### src/rtl/csr_trap_ctrl.sv
// Machine-mode CSR file and trap controller for a single-hart RISC-V core.
// Owns trap entry, mret return and the PC redirect handshake to fetch.
module csr_trap_ctrl #(
  parameter int unsigned     XLEN        = 32,
  parameter int unsigned     HART_ID     = 0,
  parameter logic [XLEN-1:0] RESET_MTVEC = '0
) (
  input  logic            clk,
  input  logic            rst_n,
  input  logic            csr_req_valid,
  input  logic [1:0]      csr_op,
  input  logic [11:0]     csr_addr,
  input  logic [XLEN-1:0] csr_wdata,
  output logic            csr_rsp_valid,
  output logic [XLEN-1:0] csr_rdata,
  output logic            csr_illegal,
  input  logic            exc_valid,
  input  logic [4:0]      exc_cause,
  input  logic [XLEN-1:0] exc_pc,
  input  logic [XLEN-1:0] exc_tval,
  input  logic            mret_valid,
  input  logic [XLEN-1:0] intr_pc,
  input  logic            irq_ext,
  input  logic            irq_timer,
  input  logic            irq_sw,
  output logic            redirect_valid,
  output logic [XLEN-1:0] redirect_pc,
  input  logic            redirect_ready
);

  typedef enum logic {
    S_IDLE,
    S_REDIRECT
  } state_t;

  localparam logic [1:0] OP_RW = 2'b01;
  localparam logic [1:0] OP_RS = 2'b10;
  localparam logic [1:0] OP_RC = 2'b11;

  localparam logic [XLEN-1:0] PC_MASK = ~XLEN'(3);
  localparam logic [XLEN-1:0] MISA =
    (XLEN'(1) << (XLEN-2)) | XLEN'(32'h0000_1100);

  state_t          r_state;
  state_t          w_next_state;

  logic            r_sts_mie;
  logic            r_sts_mpie;
  logic [1:0]      r_sts_mpp;
  logic [XLEN-1:0] r_mie;
  logic [XLEN-1:0] r_mtvec;
  logic [XLEN-1:0] r_mscratch;
  logic [XLEN-1:0] r_mepc;
  logic [XLEN-1:0] r_mcause;
  logic [XLEN-1:0] r_mtval;

  logic            r_rsp_valid;
  logic [XLEN-1:0] r_rdata;
  logic            r_illegal;
  logic [XLEN-1:0] r_redir_pc;

  logic [XLEN-1:0] w_mstatus;
  logic [XLEN-1:0] w_mip;
  logic [XLEN-1:0] w_old;
  logic [XLEN-1:0] w_wval;
  logic [XLEN-1:0] w_mtvec_new;
  logic            w_mapped;
  logic            w_ro;
  logic            w_do_write;
  logic            w_illegal;

  logic [2:0]      w_irq_vec;
  logic            w_irq_pend;
  logic [4:0]      w_irq_cause;

  logic            w_idle;
  logic            w_take_exc;
  logic            w_take_mret;
  logic            w_take_irq;
  logic            w_take_trap;
  logic            w_take_csr;
  logic            w_csr_wr;

  logic [4:0]      w_cause;
  logic [XLEN-1:0] w_trap_pc;
  logic [XLEN-1:0] w_mcause;
  logic [XLEN-1:0] w_base;
  logic [XLEN-1:0] w_vec_pc;

  always_comb begin
    w_mstatus        = '0;
    w_mstatus[3]     = r_sts_mie;
    w_mstatus[7]     = r_sts_mpie;
    w_mstatus[12:11] = r_sts_mpp;
    w_mip            = '0;
    w_mip[11]        = irq_ext;
    w_mip[7]         = irq_timer;
    w_mip[3]         = irq_sw;
  end

  always_comb begin
    w_old    = '0;
    w_mapped = 1'b1;
    w_ro     = 1'b0;
    unique case (csr_addr)
      12'h300: w_old = w_mstatus;
      12'h301: begin w_old = MISA; w_ro = 1'b1; end
      12'h304: w_old = r_mie;
      12'h305: w_old = r_mtvec;
      12'h340: w_old = r_mscratch;
      12'h341: w_old = r_mepc;
      12'h342: w_old = r_mcause;
      12'h343: w_old = r_mtval;
      12'h344: begin w_old = w_mip; w_ro = 1'b1; end
      12'hF11: w_ro = 1'b1;
      12'hF12: w_ro = 1'b1;
      12'hF13: w_ro = 1'b1;
      12'hF14: begin w_old = XLEN'(HART_ID); w_ro = 1'b1; end
      default: w_mapped = 1'b0;
    endcase
  end

  always_comb begin
    w_wval = w_old;
    unique case (csr_op)
      OP_RW:   w_wval = csr_wdata;
      OP_RS:   w_wval = w_old | csr_wdata;
      OP_RC:   w_wval = w_old & ~csr_wdata;
      default: w_wval = w_old;
    endcase
  end

  // Reserved mtvec modes (2/3) keep the previous mode.
  assign w_mtvec_new = {w_wval[XLEN-1:2],
                        w_wval[1] ? r_mtvec[1:0] : w_wval[1:0]};
  assign w_do_write  = (csr_op != 2'b00);
  assign w_illegal   = !w_mapped || (w_ro && w_do_write);

  assign w_irq_vec  = {r_mie[11] & irq_ext,
                       r_mie[7]  & irq_timer,
                       r_mie[3]  & irq_sw};
  assign w_irq_pend = r_sts_mie && (w_irq_vec != 3'b000);

  always_comb begin
    w_irq_cause = 5'd0;
    if (w_irq_vec[2])      w_irq_cause = 5'd11;
    else if (w_irq_vec[0]) w_irq_cause = 5'd3;
    else if (w_irq_vec[1]) w_irq_cause = 5'd7;
  end

  assign w_idle      = (r_state == S_IDLE);
  assign w_take_exc  = w_idle && exc_valid;
  assign w_take_mret = w_idle && !exc_valid && mret_valid;
  assign w_take_irq  = w_idle && !exc_valid && !mret_valid && w_irq_pend;
  assign w_take_trap = w_take_exc || w_take_irq;
  assign w_take_csr  = w_idle && !exc_valid && !mret_valid &&
                       !w_irq_pend && csr_req_valid;
  assign w_csr_wr    = w_take_csr && w_do_write && !w_illegal;

  always_comb begin
    w_cause             = w_take_exc ? exc_cause : w_irq_cause;
    w_trap_pc           = w_take_exc ? exc_pc : intr_pc;
    w_mcause            = XLEN'(w_cause);
    w_mcause[XLEN-1]    = w_take_irq;
    w_base              = {r_mtvec[XLEN-1:2], 2'b00};
    w_vec_pc            = w_base;
    if (w_take_irq && r_mtvec[1:0] == 2'b01)
      w_vec_pc = w_base + XLEN'({w_cause, 2'b00});
  end

  // FSM: state register
  always_ff @(posedge clk or negedge rst_n) begin
    if (!rst_n) r_state <= S_IDLE;
    else        r_state <= w_next_state;
  end

  // FSM: next state
  always_comb begin
    w_next_state = r_state;
    unique case (r_state)
      S_IDLE:
        if (exc_valid || mret_valid || w_irq_pend)
          w_next_state = S_REDIRECT;
      S_REDIRECT:
        if (redirect_ready) w_next_state = S_IDLE;
      default: w_next_state = S_IDLE;
    endcase
  end

  // FSM: outputs
  always_comb begin
    redirect_valid = (r_state == S_REDIRECT);
    redirect_pc    = r_redir_pc;
    csr_rsp_valid  = r_rsp_valid;
    csr_rdata      = r_rdata;
    csr_illegal    = r_illegal;
  end

  always_ff @(posedge clk or negedge rst_n) begin
    if (!rst_n) begin
      r_redir_pc <= '0;
    end else if (w_take_trap) begin
      r_redir_pc <= w_vec_pc;
    end else if (w_take_mret) begin
      r_redir_pc <= r_mepc;
    end
  end

  always_ff @(posedge clk or negedge rst_n) begin
    if (!rst_n) begin
      r_rsp_valid <= 1'b0;
      r_rdata     <= '0;
      r_illegal   <= 1'b0;
    end else begin
      r_rsp_valid <= w_take_csr;
      r_illegal   <= w_take_csr && w_illegal;
      if (w_take_csr)
        r_rdata <= w_illegal ? '0 : w_old;
    end
  end

  always_ff @(posedge clk or negedge rst_n) begin
    if (!rst_n) begin
      r_sts_mie  <= 1'b0;
      r_sts_mpie <= 1'b0;
      r_sts_mpp  <= 2'b11;
      r_mie      <= '0;
      r_mtvec    <= RESET_MTVEC;
      r_mscratch <= '0;
      r_mepc     <= '0;
      r_mcause   <= '0;
      r_mtval    <= '0;
    end else if (w_take_trap) begin
      r_mepc     <= w_trap_pc & PC_MASK;
      r_mcause   <= w_mcause;
      r_mtval    <= w_take_exc ? exc_tval : '0;
      r_sts_mpie <= r_sts_mie;
      r_sts_mie  <= 1'b0;
      r_sts_mpp  <= 2'b11;
    end else if (w_take_mret) begin
      r_sts_mie  <= r_sts_mpie;
      r_sts_mpie <= 1'b1;
      r_sts_mpp  <= 2'b11;
    end else if (w_csr_wr) begin
      case (csr_addr)
        12'h300: begin
          r_sts_mie  <= w_wval[3];
          r_sts_mpie <= w_wval[7];
          r_sts_mpp  <= w_wval[12:11];
        end
        12'h304: r_mie      <= w_wval;
        12'h305: r_mtvec    <= w_mtvec_new;
        12'h340: r_mscratch <= w_wval;
        12'h341: r_mepc     <= w_wval & PC_MASK;
        12'h342: r_mcause   <= w_wval;
        12'h343: r_mtval    <= w_wval;
        default: ;
      endcase
    end
  end

endmodule

### config.mk
export PLATFORM = sky130hd
export DESIGN_NAME = csr_trap_ctrl
export DESIGN_NICKNAME = d
export VERILOG_FILES = /design/src/rtl/csr_trap_ctrl.sv
export SDC_FILE = /design/constraint.sdc
export NUM_CORES = 1
export LEC_CHECK = 0
export BUFFER_PORTS_ARGS = -buffer_cell sky130_fd_sc_hd__buf_2
export CORE_MARGIN = 4
export CORE_UTILIZATION = 55
export CTS_CLUSTER_SIZE = 24
export DETAILED_ROUTE_END_ITERATION = 16
export GPL_ROUTABILITY_DRIVEN = 0
export PLACE_DENSITY = 0.8
export SLEW_MARGIN = 30
export SYNTH_ARGS = -nofsm -noshare
export SYNTH_HDL_FRONTEND = slang
export SYNTH_SLANG_ARGS = --single-unit
### constraint.sdc
create_clock -name clk -period 3.9 [get_ports clk]
set_clock_uncertainty 0.1 [all_clocks]
set_input_delay 0.195 -clock clk [delete_from_list [all_inputs] [get_ports clk]]
set_output_delay 0.195 -clock clk [all_outputs]
set_load 0.01 [all_outputs]
==> summary.md <==
| Metric | Value |
|---|---|
| Status | `finished, final reports clean` |
| CP Launch Point | `redirect_valid$_DFF_PN0_` |
| Hold EP | `r_mepc[7]$_DFFE_PN0P_` |
| RSZ-0062 raised after global routing | `false` |
| I/O pin total | `223` |
| Fmax | `0.287 GHz` |
| Final core occ | `0.705` |
| Fin Setup TNS | `0 ns` |
| Vias in the first global route | `14200` |
| Placement row count | `57` |
| # nets final | `1875` |
| First-pass GRT wire length | `77.8 mm` |
| Root cell of the clock tree | `clkbuf_16` |
| Slew headroom | `0.339` |
| Initial antenna violation count | `0` |
| Synth top area share | `0.470` |
| Critical Path AT | `3.86 ns` |
| CP max FO | `12` |
| Post-Layout Inst Area | `17100 µm²` |
| Worst Path Required | `4.27 ns` |
| Cts bufs inserted | `28` |
| Most common cell after layout, fill and taps aside | `dfrtp_1` |
| Netlist cell types | `72` |
| Crit path kind | `flip-flop to flip-flop` |
| Worst min-delay path class | `primary input to flip-flop` |
| Worst slew pin tran | `0.990 ns` |
| Worst vdd ir | `318 µV` |
| Top FF cell, synth | `dfrtp_1` |
| FFs w/ async S/R, synth | `1.00` |
| EDFF count, synth | `0` |
| Vias per inst | `6.79` |
| Final max-slew violation count | `0` |
| Number of warnings issued by yosys | `0` |
| DRC violation count after routing | `0` |
| Sequential fraction of the synthesis area | `0.474` |
| Total GRT Usage | `0.373` |
| # diodes | `0` |
| Clk pin slew, worst setup/hold paths | `0.06 ns` |
| Synth top area cells | `dfrtp_1 47%, o21ai_0 6.8%, nand2_1 6.3%` |
| Pwr per Cell Area | `487 nW/µm²` |
| # clock sinks | `258` |
| Grt total ovfl | `0` |
| Worst Hold Slack | `0.0148 ns` |
| H-tree levels | `1` |
| Number of synthesized register bits | `258` |
| Fillers | `1714` |
| Final min period | `3.49 ns` |
| R2R Path End | `redirect_pc[22]$_DFFE_PN0N_` |
| CP delay by family, top | `compound AO/OA/AOI/OAI gates` |
| Syn-to-layout area delta | `25.8%` |
| Hold Crit Start | `csr_wdata[7]` |
| Reg-to-reg critical path startpoint | `redirect_valid$_DFF_PN0_` |
| Dpl ws | `0.516 ns` |
| Reg2Reg Setup Slack | `0.41 ns` |
| Max stage delay cell, worst path | `dfrtp_1` |
| Slowest stage delay, CP | `0.58 ns` |
| Initial DRC count | `2105` |
| Lkg Pwr | `7.68 nW` |
| DRT Wirelength | `51.6 mm` |
| DRT Pass-1 Iters | `10` |
| CTS tree | `done` |
| Placed cell areas | `15200 µm²` |
| Initial Utilization | `0.561` |
| Antenna-violating nets left | `0` |
| Die area | `27400 µm²` |
| Post-synth top area cell | `dfrtp_1` |
| CTS max path bufs | `3` |
| Hpwl dp | `32.7 mm` |
| Hold Crit Depth | `4` |
| Element type at the critical path start | `flip-flop` |
| Layout cells sized above 1 | `0.225` |
| Die H | `165 µm` |
| Clk_lat worst skew | `0.56 ns` |
| Mapped Area | `13600 µm²` |
| Die width | `165 µm` |
| Pin count of the biggest net entering global routing | `111` |
| Worst setup margin | `0.414 ns` |
| Cells after Synth | `1430` |
| Critical path cell sequence | `nand2b_1 > buf_4 > nor2_1 > a21oi_1 > ha_1 > inv_1 > fa_1 > nor2b_1 > o21a_1 > o21a_1 > buf_4 > o2111ai_1 > xor2_1 > o22ai_1` |
| Post-DR wirelength/cell | `25.1 µm` |
| PortBufs | `216` |
| Core footprint | `24300 µm²` |
| # resized after CTS | `0` |
| Tcrit/Tclk final | `0.894` |
| Commonest cells after routing, fill and taps aside | `256 x dfrtp_1, 228 x nand2_1, 215 x buf_2` |
| Syn avg cell area | `9.53 µm²` |
| Final hold violation count | `0` |
| Final setup viols | `0` |
| Max_cap viols | `0` |
| Vias | `14000` |
| Crit end category | `flip-flop` |
| Buf/Inv on CP | `3` |
| R2R cell count | `14` |
-- through the flow --
step	cells	total power [W]
after floorplan	1431	0.00450
after global placement	1909	0.00525
after detailed placement	1910	0.00534
after CTS	2055	0.00826
after global routing	2059	0.00868
final	2059	0.00836
-- logic make-up after synthesis --
logic type	after synthesis	synth area share
compound gates	487	0.234
simple gates	443	0.153
flops	258	0.474
buf+inv	131	0.0386
mux	55	0.0627
xor+xnor	49	0.0315
fa+ha+maj	6	0.00606
other cells	1	0.000275
-- cell usage after synthesis, types with 5 or more instances --
master and number:
dfrtp_1 256, nand2_1 228, o21ai_0 186, clkbuf_1 89, a21oi_1 74, nor2_1 61
a22oi_1 38, nand3_1 27, xor2_1 26, a222oi_1 25, and2_1 23, mux4_2 23
xnor2_1 23, a221oi_1 20, a22o_1 20, buf_2 19, mux2i_1 19, and3_1 18
nand2b_1 15, o22a_1 15, nor3_1 14, a211oi_1 13, mux2_2 13, o211ai_1 13
inv_1 12, or2_2 12, o22ai_1 11, o31ai_1 9, a31oi_1 7, and4_1 7
nand4_1 7, o2bb2ai_1 7, buf_1 6, nor2b_1 6, o2111ai_1 6, a21o_1 5
ha_1 5, or3_1 5
-- cell type report --
class / instances / area, µm² / area share
multi-input combinational: 1042 / 6730 / 0.393
inverter: 14 / 52.6 / 0.00306
sequential: 258 / 6460 / 0.377
clock buffer: 42 / 865 / 0.0504
tap: 324 / 405 / 0.0236
clock inverter: 10 / 125 / 0.00730
timing repair buffer: 369 / 2510 / 0.146
-- tightest hold or removal path, delay by kind of cell --
| family | cells | cell delay, ns |
|---|---|---|
| compound gates | 2 | 0.22 |
| buf+inv | 1 | 0.12 |
| simple gates | 1 | 0.08 |
-- worst max-delay path by stage --
stage                             endpoint  slack [ns]  cells after the start
5_1_grt        redirect_pc[22]$_DFFE_PN0N_        0.26                     14
3_5_place_dp       r_mtval[21]$_DFFE_PN0P_        0.52                      6
3_3_place_gp       r_mtval[21]$_DFFE_PN0P_        0.60                      6
4_1_cts             r_mepc[31]$_DFFE_PN0P_        0.18                      8
2_1_floorplan  redirect_pc[22]$_DFFE_PN0N_        0.91                     14
6_report       redirect_pc[22]$_DFFE_PN0N_        0.41                     14
-- sequential cells by signal, indices dropped and copies added, names as in the netlist, 2 cells and up --
name	cells
csr_rdata	32
r_mcause	32
r_mie	32
r_mscratch	32
r_mtval	32
r_mtvec	31
r_mepc	30
redirect_pc	30
r_sts_mpp	2
-- power by group --
part	switching, W	internal [W]	leakage [nW]	total, W
clock	0.00111	0.00172	0.497	0.00283
sequential	0.000405	0.00316	3.38	0.00357
combinational	0.00110	0.000857	3.80	0.00196
total	0.00262	0.00574	7.68	0.00836
-- what timing repair did --
item / in CTS / in global routing
setup endpoints to repair: 0 / 1
hold buffers: 93 / 0
endpoints found under the hold margin: 167 / 0
setup buffers: 0 / 2
-- routing by layer --
layer / global-route usage / vias to the layer above / part of all wire
met2: 0.590 / 1183 / 0.45
met5: 0 / - / 0
met3: 0.0871 / 323 / 0.13
li1: - / 5827 / -
met1: 0.455 / 6650 / 0.34
met4: 0.250 / 0 / 0.079
Power figures use the tool's default switching activity.
